<file path="config.mk">
export PLATFORM = sky130hd
export DESIGN_NAME = uart_byte_transmitter
export DESIGN_NICKNAME = d
export VERILOG_FILES = /design/src/rtl/uart_pkg.sv /design/src/rtl/uart_sync_fifo.sv /design/src/rtl/uart_byte_transmitter.sv
export SDC_FILE = /design/constraint.sdc
export NUM_CORES = 1
export LEC_CHECK = 0
export ABC_AREA = 1
export BUFFER_PORTS_ARGS = -buffer_cell sky130_fd_sc_hd__buf_2
export CELL_PAD_IN_SITES_DETAIL_PLACEMENT = 1
export CELL_PAD_IN_SITES_GLOBAL_PLACEMENT = 2
export CORE_ASPECT_RATIO = 1.2
export CORE_MARGIN = 2
export CORE_UTILIZATION = 40
export DETAILED_ROUTE_END_ITERATION = 7
export PLACE_DENSITY = 0.81
export SLEW_MARGIN = 20
export SYNTH_ARGS = -nofsm -noshare
export SYNTH_HDL_FRONTEND = slang
export SYNTH_HIERARCHICAL = 1
export SYNTH_SLANG_ARGS = --single-unit
</file>
<file path="constraint.sdc">
create_clock -name clk -period 5.2 [get_ports clk]
set_input_delay 1.04 -clock clk [delete_from_list [all_inputs] [get_ports clk]]
set_output_delay 1.04 -clock clk [all_outputs]
set_load 0.01 [all_outputs]
</file>
<file path="src/rtl/uart_pkg.sv">
// uart_pkg: shared UART constants and transmitter state encoding
package uart_pkg;
    localparam int UART_DATA_BITS            = 8;
    localparam int UART_DEFAULT_CLKS_PER_BIT = 234;
    typedef enum logic [2:0] {IDLE, START, DATA, PARITY, STOP} uart_tx_state_t;
endpackage

</file>
<file path="src/rtl/uart_sync_fifo.sv">
// uart_sync_fifo: synchronous FIFO, wrap-bit pointers distinguish full from empty
module uart_sync_fifo #(
    parameter int WIDTH = 8,
    parameter int DEPTH = 8
) (
    input  logic                           clk,
    input  logic                           rst_n,
    input  logic                           push,
    input  logic                           pop,
    input  logic [WIDTH-1:0]               din,
    output logic [WIDTH-1:0]               dout,
    output logic                           full,
    output logic                           empty,
    output logic [$clog2(DEPTH+1)-1:0]     count
);
    localparam int AW = $clog2(DEPTH);
    localparam int CW = $clog2(DEPTH+1);
    logic [AW:0]      wr_ptr, rd_ptr;
    logic [WIDTH-1:0] mem [DEPTH];
    logic             do_push, do_pop;
    assign empty   = wr_ptr == rd_ptr;
    assign full    = (wr_ptr[AW] != rd_ptr[AW]) && (wr_ptr[AW-1:0] == rd_ptr[AW-1:0]);
    assign count   = CW'(wr_ptr - rd_ptr);
    assign dout    = mem[rd_ptr[AW-1:0]];
    assign do_push = push && !full;
    assign do_pop  = pop && !empty;
    // pointer advance; the extra top bit toggles on each wrap
    always_ff @(posedge clk or negedge rst_n) begin
        if (!rst_n) begin
            wr_ptr <= '0;
            rd_ptr <= '0;
        end else begin
            if (do_push) wr_ptr <= wr_ptr + 1'b1;
            if (do_pop)  rd_ptr <= rd_ptr + 1'b1;
        end
    end
    // storage array, no reset needed since contents are gated by the pointers
    always_ff @(posedge clk) begin
        if (do_push) mem[wr_ptr[AW-1:0]] <= din;
    end
endmodule

</file>
<file path="src/rtl/uart_byte_transmitter.sv">
// uart_byte_transmitter: FIFO-buffered 8N1 UART transmitter; define UART_TX_PARITY_EN for 8E1
module uart_byte_transmitter import uart_pkg::*; #(
    parameter int CLKS_PER_BIT = UART_DEFAULT_CLKS_PER_BIT,
    parameter int FIFO_DEPTH   = 8
) (
    input  logic                                clk,
    input  logic                                rst_n,
    input  logic [7:0]                          tx_data,
    input  logic                                tx_valid,
    output logic                                tx_ready,
    output logic                                uart_tx,
    output logic                                busy,
    output logic [$clog2(FIFO_DEPTH+1)-1:0]     fifo_count
);
    localparam int BW = $clog2(CLKS_PER_BIT);
`ifdef UART_TX_PARITY_EN
    localparam uart_tx_state_t AFTER_DATA = PARITY;
`else
    localparam uart_tx_state_t AFTER_DATA = STOP;
`endif
    uart_tx_state_t state, state_n;
    logic [BW-1:0]  baud;
    logic [2:0]     bit_cnt;
    logic [7:0]     shift, fifo_dout;
    logic           full, empty, push, pop, tick, last_bit, line;
    assign tx_ready = !full;
    assign push     = tx_valid && !full;
    assign tick     = baud == BW'(CLKS_PER_BIT-1);
    assign last_bit = bit_cnt == 3'(UART_DATA_BITS-1);
    uart_sync_fifo #(.WIDTH(8), .DEPTH(FIFO_DEPTH)) u_fifo (
        .clk   (clk),
        .rst_n (rst_n),
        .push  (push),
        .pop   (pop),
        .din   (tx_data),
        .dout  (fifo_dout),
        .full  (full),
        .empty (empty),
        .count (fifo_count)
    );
`ifdef UART_TX_PARITY_EN
    logic par_q;
    assign line = state == START ? 1'b0 : state == DATA ? shift[0] : state == PARITY ? par_q : 1'b1;
    // even parity of the byte, captured when it leaves the FIFO
    always_ff @(posedge clk or negedge rst_n) begin
        if (!rst_n) par_q <= 1'b0;
        else if (pop) par_q <= ^fifo_dout;
    end
`else
    assign line = state == START ? 1'b0 : state == DATA ? shift[0] : 1'b1;
`endif
    // frame state register
    always_ff @(posedge clk or negedge rst_n) begin
        if (!rst_n) state <= IDLE;
        else state <= state_n;
    end
    // next state and FIFO pop; STOP pops directly into START for gapless frames
    always_comb begin
        state_n = state;
        pop     = 1'b0;
        case (state)
            IDLE: begin
                pop     = !empty;
                state_n = empty ? IDLE : START;
            end
            START:  state_n = tick ? DATA : START;
            DATA:   state_n = (tick && last_bit) ? AFTER_DATA : DATA;
            PARITY: state_n = tick ? STOP : PARITY;
            STOP: begin
                pop     = tick && !empty;
                state_n = !tick ? STOP : empty ? IDLE : START;
            end
            default: state_n = IDLE;
        endcase
    end
    // baud/bit counters, shift register and registered line/busy outputs
    always_ff @(posedge clk or negedge rst_n) begin
        if (!rst_n) begin
            baud    <= '0;
            bit_cnt <= '0;
            shift   <= '0;
            uart_tx <= 1'b1;
            busy    <= 1'b0;
        end else begin
            baud    <= (state == IDLE || tick) ? '0 : baud + 1'b1;
            bit_cnt <= pop ? '0 : (state == DATA && tick) ? bit_cnt + 1'b1 : bit_cnt;
            shift   <= pop ? fifo_dout : (state == DATA && tick) ? shift >> 1 : shift;
            uart_tx <= line;
            busy    <= state != IDLE || !empty || push;
        end
    end
endmodule

</file>
==> qor.csv, run 1 <==
metric,value,unit
grt_pass1_vias,3618,
cts_resized,0,
synth_top_area_share,39.63,%
synth_top_family_by_area,simple AND/OR/NAND/NOR gates,
holdBufCountCts,0,
post-route-util,44.35,%
yosysSeqAreaShare,56.17,%
synth-xor-area-share,0.5418,%
dieArea,13020,um2
clk_latency,0.35,ns
irDropWorstVdd,0.2457,mV
min_period,3.638,ns
first_pass_iters,4,
fp-row-count,44,
run_status,completed,
clock_tree.root_cell,clkbuf_16,
worstPathRequired,4.16,ns
hold_class,reg -> reg,
post-place-ws,1.883,ns
cts.sinks,96,
synth_compound_area_share,1.522,%
syn2layout_area_growth,9.262,%
hold_slack,0.4979,ns
fin_setup_tns,0,ns
place_area,5011,um2
dp_cells,699,
start_util,40.59,%
synthMuxAreaShare,0,%
end_kind,output pin,
cpPeakStageDelay,0.84,ns
yosysTopAreaCell,edfxtp_1,
crit_chain,"inv_2, ha_1, nand2_1, or2_2, nand2_1, nand2_1, nand2_1, buf_2",
final_nets,570,
wl_per_cell,16.21,um
stdcell_area,5299,um2
cts_setup_buffers,0,
final-hold-violation-count,0,
via_count,3443,
syn_nets,557,
worst_slack,1.562,ns
worst_pin_slew,0.7659,ns
slew_headroom,48.94,%
setup_violations,0,
grt_antenna_before_repair,0,
antenna_cells,0,
grt_max_degree,39,
ios,18,
drc,0,
cpMostUsedCell,nand2_1,
slew_violations,0,
p_per_area,527.7,nW/um2
synthSimpleGateAreaFrac,28.35,%
crit_slowest_cell,dfrtp_1,
cts_tree,yes,
ys_types,34,
fmax,274.9,MHz
final_cell_mix,"nand2_1 (179), inv_1 (95), nand3_1 (64), edfxtp_1 (64), dfrtp_1 (31)",
ys_warn_count,6,
crit_type,reg -> out,
synth_area,4850,um2
via_per_inst,4.815,
coreArea,11950,um2
whs_path_depth,1,
p_total,2.796,mW
gr-total-overflow,0,
cellLeakagePower,2.563,nW
rsz0062_at_grt,false,
ys_ff_latch,96,
gp_congestion,0.7986,
period_share,69.95,%
ant_nets,0,
cp-start-kind,flop,
io_buffers,17,
layout_commonest_cell,nand2_1,
drive_gt1_share,11.73,%
clk_pin_slew,0.07,ns
avgSynthCellArea,9.048,um2
die_y,124.6,um
die_x,104.5,um
synthAdderAreaFrac,2.735,%
cts_buffers,9,
grt_pass1_wl,18780,um
cap_violations,0,
synthCells,536,
clock_path_buffers,2,
arrival,2.60,ns
synth.top_cells.by_area,"edfxtp_1 (40%), dfrtp_1 (16%), nand2_1 (14%)",
h-tree-depth,3,
dpl.hpwl,8684,um
critPathMaxFanout,22,
wirelength,11590,um
drt_iter0_drc,116,
ff2ff_path_depth,11,
stdcell_count,715,
grt_usage,18.88,%
skew,0.007072,ns
## area by class of cell
| type | count | area (um2) |
|---|---|---|
| Inverter | 102 | 385.4 |
| Tap cell | 161 | 201.4 |
| Timing Repair Buffer | 18 | 92.59 |
| Multi-Input combinational cell | 322 | 1608 |
| Sequential cell | 96 | 2724 |
| Clock buffer | 9 | 225.2 |
| Clock inverter | 7 | 62.56 |
| Fill cell | 1404 | 6648 |
## cells by family after synthesis
family | after synthesis
AO/OA/AOI/OAI | 13
flip-flops | 96
adder cells (fa/ha/maj) | 10
AND/OR/NAND/NOR | 296
XOR/XNOR | 3
buffers and inverters | 118
## critical path: cells and delay by family, from the launching register on
family	cells	cell delay [ns]
DFF	1	0.84
buffers and inverters	2	0.44
and+or+nand+nor	5	0.58
adders and majority gates	1	0.37
## synthesized netlist by cell type, drive strengths merged
master / number
a21oi: 6
and3: 1
buf: 16
clkinv: 2
dfrtp: 31
dfstp: 1
edfxtp: 64
fa: 1
ha: 9
inv: 100
nand2: 188
nand3: 72
nand4: 4
nor2: 21
nor3: 7
nor3b: 2
o211ai: 1
o21ai: 5
o31ai: 1
or2: 1
xnor2: 1
xor2: 2
## worst paths after layout
check                                        startpoint                    endpoint  slack [ns]
setup / recovery           u_fifo/rd_ptr[1]$_DFFE_PN0P_               fifo_count[3]        1.56
hold / removal                        baud[0]$_DFF_PN0_           baud[0]$_DFF_PN0_        0.50
setup reg to reg           u_fifo/rd_ptr[1]$_DFFE_PN0P_  u_fifo/mem[4][3]$_DFFE_PP_        1.96
hold reg to reg                       baud[0]$_DFF_PN0_           baud[0]$_DFF_PN0_        0.50
max in group asynchronous                         rst_n          state[1]$_DFF_PN0_        3.95
min in group asynchronous                         rst_n           baud[6]$_DFF_PN0_        0.75
## metal layers
layer | part of all wire, % | global-route usage [%] | vias to the layer above
met2 | 51 | 33.72 | 39
met3 | 1.9 | 2.669 | 11
li1 | - | - | 1711
met4 | 1.4 | 5.485 | 0
met5 | 0 | 0 | -
met1 | 45 | 23.67 | 1682
## power breakdown
| part | switching [mW] | leakage, nW | internal (mW) | total [mW] |
|---|---|---|---|---|
| Clock | 0.308 | 0.139 | 0.335 | 0.643 |
| Sequential | 0.144 | 0.976 | 0.988 | 1.13 |
| Combinational | 0.691 | 1.45 | 0.330 | 1.02 |
| Total | 1.14 | 2.56 | 1.65 | 2.80 |
## state kept, by name, indices dropped and copies added (netlist names)
signal	cells
baud	8
bit_cnt	3
busy	1
shift	8
state	3
u_fifo/mem	64
u_fifo/rd_ptr	4
u_fifo/wr_ptr	4
uart_tx	1
No activity file was read; power rests on OpenSTA's default activity.
==> run 2, diff against run 1 <==
Settings changed: CORE_UTILIZATION 40 to 35, PLACE_DENSITY 0.81 to 0.75.
Clock period 5.2 ns to 3.1 ns, I/O delays scaled along.
==> run 2 against run 1 <==
Clock-buffer cell count unchanged. Non-clock buffer count up 3. Highest routed layer unchanged. Sequential share of layout area down 0.55 points. Register-to-register slack worse by 1.6 ns. Sequential power up 64%. Clock skew down 0.0022 ns. Core utilization down 5.1 points. Cell count up 1.8%. Clock power up 80%. Critical path depth up 3.
==> qor.csv, run 2 (synthesized netlist as in run 1, its figures left out) <==
metric,value,unit,change
run_status,completed,,
crit_chain,"clkinv_1, ha_1, nand2_1, nor2_4, nand2_4, inv_1, inv_1, nand2_1, inv_1, nand3_2, nor2_1",,
gp_congestion,0.8186,,+2.5%
die_y,132.9,um,+6.7%
hold_class,in -> async,,
switching_share,40.02,%,-0.88 points
clk_latency,0.34,ns,about the same
worst_pin_slew,0.7996,ns,+0.03371 ns
via_count,3382,,-1.8%
fill_cells,1586,,+13%
arrival,2.72,ns,+0.12 ns
stdcell_count,728,,+1.8%
first_pass_iters,4,,unchanged
holdBufCountCts,0,,unchanged
drt_iter0_drc,143,,+23%
fin_setup_tns,0,ns,unchanged
dieArea,14820,um2,+14%
grt_antenna_before_repair,0,,unchanged
critPathMaxFanout,9,,-59%
ff2ff_path_depth,11,,unchanged
cts.sinks,96,,unchanged
wl_per_cell,16.11,um,-0.58%
period_share,88.26,%,
clockPowerShare,24.2,%,+1.2 points
gr-total-overflow,0,,unchanged
clock_path_buffers,2,,unchanged
wirelength,11730,um,+1.2%
worstPathRequired,3.08,ns,-1.08 ns
final_nets,573,,+0.53%
r2r_slack,0.36,ns,-1.60 ns
grt_usage,16.89,%,-2.0 points
cpPeakStageDelay,0.52,ns,-0.32 ns
fp-row-count,47,,+6.8%
dpl.hpwl,8639,um,-0.52%
multiInputGateArea,1608,um2,unchanged
p_seq_share,38.6,%,-1.9 points
cellLeakagePower,2.586,nW,+0.89%
reg2reg_from,u_fifo/rd_ptr[2]$_DFFE_PN0P_,,
final-hold-violation-count,0,,unchanged
start_util,35.55,%,-5.0 points
dp_cells,712,,+1.9%
skew,0.004878,ns,-0.002194 ns
layout_commonest_cell,nand2_1,,
io_buffers,17,,unchanged
grt_pass1_wl,19150,um,+2.0%
grt_max_degree,38,,-2.6%
irDropWorstVdd,0.4280,mV,+74%
fmax,365.5,MHz,
cts_resized,0,,unchanged
intPower,2.870,mW,+74%
setup.worst_path.start,u_fifo/rd_ptr[2]$_DFFE_PN0P_,,
clock_tree.root_cell,clkbuf_16,,
end_kind,flop,,
ant_nets,0,,unchanged
rsz0062_at_grt,false,,
coreArea,13640,um2,+14%
syn2layout_area_growth,10.45,%,
die_x,111.5,um,+6.6%
largest_register_ffs,64,,unchanged
crit_type,reg -> reg,,
ios,18,,unchanged
slew_violations,0,,unchanged
drive_gt1_share,12.39,%,+0.65 points
via_per_inst,4.646,,-3.5%
seqCellArea,2724,um2,unchanged
critPathCapture,u_fifo/mem[6][4]$_DFFE_PP_,,
cap_violations,0,,unchanged
h-tree-depth,3,,unchanged
clk_pin_slew,0.07,ns,about the same
cts_setup_buffers,0,,unchanged
setup_violations,0,,unchanged
drc,0,,unchanged
grt_pass1_vias,3695,,+2.1%
cpMostUsedCell,inv_1,,
cts_tree,yes,,
final_cell_mix,"nand2_1 (179), inv_1 (95), nand3_1 (64), edfxtp_1 (64), dfrtp_1 (31)",,
p_comb_share,37.2,%,+0.7 points
cp-start-kind,flop,,
crit_slowest_cell,nor2_1,,
r2r_end,u_fifo/mem[6][4]$_DFFE_PP_,,
p_per_area,893.1,nW/um2,+69%
min_period,2.736,ns,
antenna_cells,0,,unchanged
p_sw,1.914,mW,+67%
cts_buffers,9,,unchanged
slew_headroom,46.69,%,-2.2 points
## run 2: changes by cell type in the layout (fill, tap and decap cells not counted), sizes merged
cell and delta:
clkinv -2, bufinv +1, clkinvlp +1, buf +3
## run 2: worst min-delay path by stage
stage                                  from                end  slack [ns]  cells after the start
final                                 rst_n  baud[5]$_DFF_PN0_        0.34                      1
after global routing                  rst_n  baud[5]$_DFF_PN0_        0.41                      1
after CTS                             rst_n  baud[5]$_DFF_PN0_        0.38                      1
after detailed placement  baud[0]$_DFF_PN0_  baud[0]$_DFF_PN0_        0.49                      1
after global placement    baud[0]$_DFF_PN0_  baud[0]$_DFF_PN0_        0.47                      1
after floorplan                       rst_n  baud[0]$_DFF_PN0_        0.32                      0
## run 2: final cells by class
class                           instances  share of cell area [%]
Sequential cell                        96                   50.85
Multi-Input combinational cell        322                   30.02
Inverter                              102                   7.195
Clock buffer                            9                   4.205
Tap cell                              171                   3.994
Timing Repair Buffer                   21                   2.149
Clock inverter                          7                   1.588
## run 2: per-layer routing
layer	vias to the layer above	global-route usage [%]	share of wire (%)
met5	-	0	0
met4	0	8.162	3.1
met3	22	2.382	2.3
met2	46	29.27	50
met1	1598	20.70	45
li1	1716	-	-
## run 2: through the flow
step | util (%) | total power, mW | hold slack [ns] | setup WS [ns] | area, um2
2_1_floorplan | - | 3.163 | 0.3244 | 0.6525 | 4850
3_5_place_dp | 36.99 | 3.685 | 0.4876 | 0.3336 | 5046
6_report | 39.26 | 4.784 | 0.3429 | 0.3640 | 5356
4_1_cts | 39.26 | 4.862 | 0.3807 | 0.3253 | 5356
5_1_grt | 39.26 | 5.183 | 0.4078 | 0.1234 | 5356
3_3_place_gp | 36.99 | 3.628 | 0.4747 | 0.4781 | 5046
## run 2: worst max-delay path: cells and delay by family (launching register included)
family	cells	cell delay, ns
fa+ha+maj	1	0.40
buf+inv	4	0.54
flops	1	0.36
simple gates	6	1.07
## run 2: power groups by stage
| stage | registers [mW] | logic, mW | clock network, mW |
|---|---|---|---|
| floorplan | 1.81 | 1.35 | 0 |
| global placement | 1.86 | 1.77 | 0 |
| detailed placement | 1.88 | 1.81 | 0 |
| CTS | 1.85 | 1.82 | 1.19 |
| global route | 1.88 | 2.06 | 1.24 |
| finish | 1.85 | 1.78 | 1.16 |
